$ cat src/rtl/irq_aggregator_csr_if.sv
// Avalon-MM slave bus bundle for the interrupt aggregator CSR block.
// The host side uses the master modport; the aggregator uses the slave modport.
interface irq_aggregator_csr_if #(
  parameter int DATA_WIDTH = 32
) ();

  logic [2:0]            avs_address;
  logic                  avs_read;
  logic                  avs_write;
  logic [DATA_WIDTH-1:0] avs_writedata;
  logic [DATA_WIDTH-1:0] avs_readdata;
  logic                  avs_readdatavalid;
  logic                  avs_waitrequest;

  modport master (
    output avs_address,
    output avs_read,
    output avs_write,
    output avs_writedata,
    input  avs_readdata,
    input  avs_readdatavalid,
    input  avs_waitrequest
  );

  modport slave (
    input  avs_address,
    input  avs_read,
    input  avs_write,
    input  avs_writedata,
    output avs_readdata,
    output avs_readdatavalid,
    output avs_waitrequest
  );

endinterface

$ cat src/rtl/irq_aggregator_csr.sv
// Interrupt aggregator: synchronises NUM_IRQ sources, latches them per edge/level mode,
// masks them into one registered 'interrupt' level, and exposes CSRs over Avalon-MM.
module irq_aggregator_csr #(
  parameter int NUM_IRQ     = 8,
  parameter int DATA_WIDTH  = 32,
  parameter int SYNC_STAGES = 2
) (
  input  logic                 clk,
  input  logic                 resetn,
  input  logic [NUM_IRQ-1:0]   irq_src,
  irq_aggregator_csr_if.slave  avs,
  output logic                 interrupt
);

  localparam logic [2:0] ADDR_PENDING = 3'd0;
  localparam logic [2:0] ADDR_MASK    = 3'd1;
  localparam logic [2:0] ADDR_CLEAR   = 3'd2;
  localparam logic [2:0] ADDR_MODE    = 3'd3;
  localparam logic [2:0] ADDR_MASKED  = 3'd4;
  localparam logic [2:0] ADDR_RAW     = 3'd5;

  logic [NUM_IRQ-1:0]    sync_q [SYNC_STAGES];
  logic [NUM_IRQ-1:0]    sync_s;
  logic [NUM_IRQ-1:0]    prev_s;
  logic [NUM_IRQ-1:0]    pending;
  logic [NUM_IRQ-1:0]    pending_next;
  logic [NUM_IRQ-1:0]    mask;
  logic [NUM_IRQ-1:0]    mode;
  logic [NUM_IRQ-1:0]    wdata_irq;
  logic [NUM_IRQ-1:0]    clear_bits;
  logic [NUM_IRQ-1:0]    edge_bits;
  logic [DATA_WIDTH-1:0] read_mux;
  logic                  wr_mask;
  logic                  wr_clear;
  logic                  wr_mode;
  logic                  unused_wdata;

  assign sync_s       = sync_q[SYNC_STAGES-1];
  assign wdata_irq    = avs.avs_writedata[NUM_IRQ-1:0];
  assign unused_wdata = ^avs.avs_writedata;

  assign wr_mask  = avs.avs_write && (avs.avs_address == ADDR_MASK);
  assign wr_clear = avs.avs_write && (avs.avs_address == ADDR_CLEAR);
  assign wr_mode  = avs.avs_write && (avs.avs_address == ADDR_MODE);

  assign avs.avs_waitrequest = 1'b0;

  always_ff @(posedge clk or negedge resetn) begin
    if (!resetn) begin
      for (int i = 0; i < SYNC_STAGES; i++) begin
        sync_q[i] <= '0;
      end
      prev_s <= '0;
    end else begin
      sync_q[0] <= irq_src;
      for (int i = 1; i < SYNC_STAGES; i++) begin
        sync_q[i] <= sync_q[i-1];
      end
      prev_s <= sync_s;
    end
  end

  // Edge bits: a fresh edge beats a same-cycle clear. Level bits simply follow the source.
  always_comb begin
    clear_bits   = wr_clear ? wdata_irq : '0;
    edge_bits    = sync_s & ~prev_s;
    pending_next = (mode & ((pending & ~clear_bits) | edge_bits)) | (~mode & sync_s);
  end

  always_ff @(posedge clk or negedge resetn) begin
    if (!resetn) begin
      pending   <= '0;
      mask      <= '0;
      mode      <= '0;
      interrupt <= 1'b0;
    end else begin
      pending   <= pending_next;
      interrupt <= |(pending & mask);
      if (wr_mask) begin
        mask <= wdata_irq;
      end
      if (wr_mode) begin
        mode <= wdata_irq;
      end
    end
  end

  always_comb begin
    read_mux = '0;
    case (avs.avs_address)
      ADDR_PENDING: read_mux[NUM_IRQ-1:0] = pending;
      ADDR_MASK:    read_mux[NUM_IRQ-1:0] = mask;
      ADDR_MODE:    read_mux[NUM_IRQ-1:0] = mode;
      ADDR_MASKED:  read_mux[NUM_IRQ-1:0] = pending & mask;
      ADDR_RAW:     read_mux[NUM_IRQ-1:0] = sync_s;
      default:      read_mux = '0;
    endcase
  end

  // Reads sample current register state, so a same-cycle write is seen only by later reads.
  always_ff @(posedge clk or negedge resetn) begin
    if (!resetn) begin
      avs.avs_readdata      <= '0;
      avs.avs_readdatavalid <= 1'b0;
    end else begin
      avs.avs_readdatavalid <= avs.avs_read;
      if (avs.avs_read) begin
        avs.avs_readdata <= read_mux;
      end
    end
  end

endmodule

$ cat src/flat_wrapper.sv
// flat-port wrapper written by rule: the top's interface ports become plain ports
module irq_aggregator_csr_flat 
#(
  parameter int NUM_IRQ     = 8,
  parameter int DATA_WIDTH  = 32,
  parameter int SYNC_STAGES = 2
)
  (clk, resetn, irq_src, interrupt, avs_avs_address, avs_avs_read, avs_avs_write, avs_avs_writedata, avs_avs_readdata, avs_avs_readdatavalid, avs_avs_waitrequest);
  irq_aggregator_csr_if #(.DATA_WIDTH(DATA_WIDTH)) avs_i ();
  input  logic clk;
  input  logic resetn;
  input  logic [NUM_IRQ-1:0] irq_src;
  output logic interrupt;
  input wire logic [$bits(avs_i.avs_address)-1:0] avs_avs_address;
  input wire logic [$bits(avs_i.avs_read)-1:0] avs_avs_read;
  input wire logic [$bits(avs_i.avs_write)-1:0] avs_avs_write;
  input wire logic [$bits(avs_i.avs_writedata)-1:0] avs_avs_writedata;
  output wire logic [$bits(avs_i.avs_readdata)-1:0] avs_avs_readdata;
  output wire logic [$bits(avs_i.avs_readdatavalid)-1:0] avs_avs_readdatavalid;
  output wire logic [$bits(avs_i.avs_waitrequest)-1:0] avs_avs_waitrequest;
  assign avs_i.avs_address = avs_avs_address;
  assign avs_i.avs_read = avs_avs_read;
  assign avs_i.avs_write = avs_avs_write;
  assign avs_i.avs_writedata = avs_avs_writedata;
  assign avs_avs_readdata = avs_i.avs_readdata;
  assign avs_avs_readdatavalid = avs_i.avs_readdatavalid;
  assign avs_avs_waitrequest = avs_i.avs_waitrequest;
  irq_aggregator_csr #(.NUM_IRQ(NUM_IRQ), .DATA_WIDTH(DATA_WIDTH), .SYNC_STAGES(SYNC_STAGES)) u_core (.clk(clk), .resetn(resetn), .irq_src(irq_src), .avs(avs_i), .interrupt(interrupt));
endmodule
$ cat config.mk
export PLATFORM = sky130hd
export DESIGN_NAME = irq_aggregator_csr_flat
export DESIGN_NICKNAME = d
export VERILOG_FILES = /design/src/rtl/irq_aggregator_csr_if.sv /design/src/rtl/irq_aggregator_csr.sv /design/src/flat_wrapper.sv
export SDC_FILE = /design/constraint.sdc
export NUM_CORES = 1
export LEC_CHECK = 0
export ABC_AREA = 1
export CORE_MARGIN = 2
export CORE_UTILIZATION = 50
export CTS_CLUSTER_DIAMETER = 100
export CTS_CLUSTER_SIZE = 24
export DETAILED_ROUTE_END_ITERATION = 10
export PLACE_DENSITY = 0.89
export SLEW_MARGIN = 20
export SYNTH_ARGS = -nofsm -noshare
export SYNTH_HDL_FRONTEND = slang
export SYNTH_SLANG_ARGS = --single-unit
$ cat constraint.sdc
create_clock -name clk -period 1.5 [get_ports clk]
set_input_delay 0.3 -clock clk [delete_from_list [all_inputs] [get_ports clk]]
set_output_delay 0.3 -clock clk [all_outputs]
set_load 0.05 [all_outputs]
==> impl_results.md <==
- Clk slew on worst S/H paths: 0.06 ns
- Max-cap check violation count: 0
- Syn Std Cell Area: 2660 µm²
- Ports: 82
- Grt total ovfl: 0
- Die H: 77.0 µm
- Maximum clock insertion buffer count: 2
- Fin crit share: 92.0%
- R2R Path Start: u_core.pending[5]
- Dpl hpwl: 3660 µm
- Peak VDD IR: 0.705 mV
- Largest net degree at the start of global routing: 59
- Initial Util: 52.1%
- Clock root buffer: clkbuf_8
- Layout cell share with drive strength beyond 1: 17.6%
- FMAX: 0.725 GHz
- Netlist cell types: 24
- Minimum clock period: 1.38 ns
- Synth area leaders: dfrtp_1, nand2_1, buf_4, nand4_1, inv_1
- Worst Path Class, Setup: primary input to register
- Power, Total: 4.36 mW
- Status: complete, no violations
- Warnings, synthesis: 0
- Total track usage: 19.7%
- Worst R2R End: u_core.avs.avs_readdata[5]
- Final ANT Viol Nets: 0
- Via/cell ratio: 4.85
- Worst EP arrival: 1.66 ns
- FP Rows: 26
- PortBufs: 32
- Filler cell count: 413
- Gpl congestion: 0.853
- DRT Pass-1 Iters: 4
- Top-count cell post-synth: nand2_1
- Full die area: 5930 µm²
- Leading area contributor after synthesis: dfrtp_1
- Main synth FF type: dfrtp_1
- CTS sink cnt: 58
- CP max FO: 12
- Worst-Skew Late Latency: 0.34 ns
- Vias in the first global route: 1950
- CTS tree: built
- Core area: 5110 µm²
- H-tree levels: 3
- Drt wl/cell: 12.8 µm
- Top-area cell type share of the netlist area: 54.5%
- CTS buffer count: 9
- Async S/R FF share, synth: 100%
- Hold path endpoint: u_core.sync_s[1]
- Drt drc: 0
- Worst clock skew: 0.00598 ns
- Routed wire length: 5240 µm
- Layout Nets: 382
- Synthesized flop and latch total: 58
- Leak pwr: 1.68 nW
- R2r setup slk: 0.41 ns
- Max-slew violations: 0
- Via count: 1990
- Worst-case reg-to-reg path depth: 6
- Dpl ws: -0.249 ns
- Final worst slack: 0.120 ns
- Antenna violations before repair: 0
- Die X: 77.0 µm
- Hold Crit Start: u_core.sync_q[9]
- Hold Path Depth: 0
- CP required: 1.78 ns
- Seq/Total Area, Yosys: 54.5%
- First-pass GRT wire length: 9000 µm
- Inserted Diodes: 0
- Type of destination of the critical path: register
- Area Overhead vs Synth: 25.9%
- Post-synth EDFFs: 0
- Final Hold Viols: 0
- Cells after DPL: 393
- Worst min-delay path class: register to register
- Final setup fails: 0
- Fin cells: 410
- Syn Inst Count: 288
- Pwr/cell area: 1300 nW/µm²
- CP startpoint kind: primary input
- RSZ-0062 raised after global routing: false
- DRT iter0 DRCs: 110
- Synth cell count leaders: nand2_1, dfrtp_1, buf_4, inv_1, nand4_1
- Syn avg cell area: 9.24 µm²
[worst max-delay path by stage]
| stage | slack [ns] | start | endpoint | cells past startpoint |
|---|---|---|---|---|
| 6_report | 0.12 | avs_avs_address[2] | u_core.avs.avs_readdata[2] | 8 |
| 3_3_place_gp | -0.21 | avs_avs_address[0] | u_core.avs.avs_readdata[1] | 7 |
| 3_5_place_dp | -0.25 | avs_avs_address[0] | u_core.avs.avs_readdata[1] | 7 |
| 5_1_grt | 0.002 | avs_avs_address[1] | u_core.pending[0] | 7 |
| 2_1_floorplan | 0.37 | avs_avs_address[2] | u_core.mask[5] | 8 |
| 4_1_cts | 0.1 | avs_avs_address[0] | u_core.avs.avs_readdata[1] | 7 |
[sequential cells by signal, summed over array words and instances (netlist names)]
signal	flops
u_core.mask	8
u_core.sync_q	8
u_core.avs.avs_readdatavalid	1
u_core.prev_s	8
u_core.avs.avs_readdata	8
u_core.sync_s	8
u_core.mode	8
u_core.interrupt	1
u_core.pending	8
[worst max-delay path, stage by stage]
cell	delay, ns
clkdlybuf4s50_1	0.60
buf_4	0.24
nand2_1	0.10
o21ai_0	0.18
inv_1	0.06
nand2_1	0.07
nand2_1	0.05
nand2_1	0.05
[layer usage]
metal | routed length, µm | vias to the layer above | global-route usage [%]
met5 | 0 | - | 0
met4 | 59 | 0 | 6.43
met3 | 427 | 6 | 7.06
met2 | 2550 | 95 | 32.5
met1 | 2200 | 909 | 24.4
li1 | - | 980 | -
[through the flow]
stage / TNS, ns / area, µm² / util, % / hold slack (ns)
3_5_place_dp: -6.19 / 3120 / 61.1 / 0.326
4_1_cts: 0 / 3350 / 65.6 / 0.351
2_1_floorplan: 0 / 2750 / - / 0.00441
3_3_place_gp: -5.41 / 3120 / 61.1 / 0.314
6_report: 0 / 3350 / 65.6 / 0.349
5_1_grt: 0 / 3350 / 65.6 / 0.360
[power breakdown]
part / internal [mW] / switching (mW) / total, mW
combinational: 0.369 / 0.558 / 0.928
sequential: 1.75 / 0.158 / 1.91
clock: 0.950 / 0.567 / 1.52
total: 3.07 / 1.28 / 4.36
[layout by cell type (no fill, tap or decap), types with 2 or more instances in the layout]
cell type / synthesis / final
clkbuf_1: 1 / 2
nand2_1: 86 / 86
nand2_2: 4 / 4
clkdlybuf4s50_1: 0 / 20
buf_12: 0 / 12
clkbuf_8: 0 / 13
inv_1: 21 / 21
nand3_1: 15 / 15
nor2_4: 2 / 2
o211ai_1: 8 / 8
buf_4: 28 / 12
nand3b_1: 2 / 2
o21ai_2: 8 / 8
conb_1: 1 / 25
o21ai_0: 7 / 7
nand4_1: 18 / 18
o21ai_1: 8 / 8
dfrtp_1: 58 / 58
nor2_1: 8 / 8
inv_2: 2 / 2
[logic make-up after synthesis]
kind of cell	Yosys count	synth area share (%)
buf+inv	59	13.4
compound gates	31	7.71
simple gates	139	24.2
flops	58	54.5
other cells	1	0.141
[what timing repair did]
| item | CTS | global route |
|---|---|---|
| endpoints found under the setup margin | 0 | 3 |
| setup buffers | 0 | 0 |
| resized for setup | 0 | 1 |
| endpoints found under the hold margin | 58 | 0 |
| hold buffers | 1 | 0 |
[area by class of cell]
type                    count  area [µm²]  share of cell area [%]
clock buffers              15         186                    5.56
flip-flops and latches     58        1450                    43.3
clock inverters             1        30.0                   0.896
multi-input cells         195         943                    28.1
repair buffers             47         558                    16.6
well taps                  70        87.6                    2.61
inverters                  24        95.1                    2.84
No activity file was read; power rests on OpenSTA's default activity.
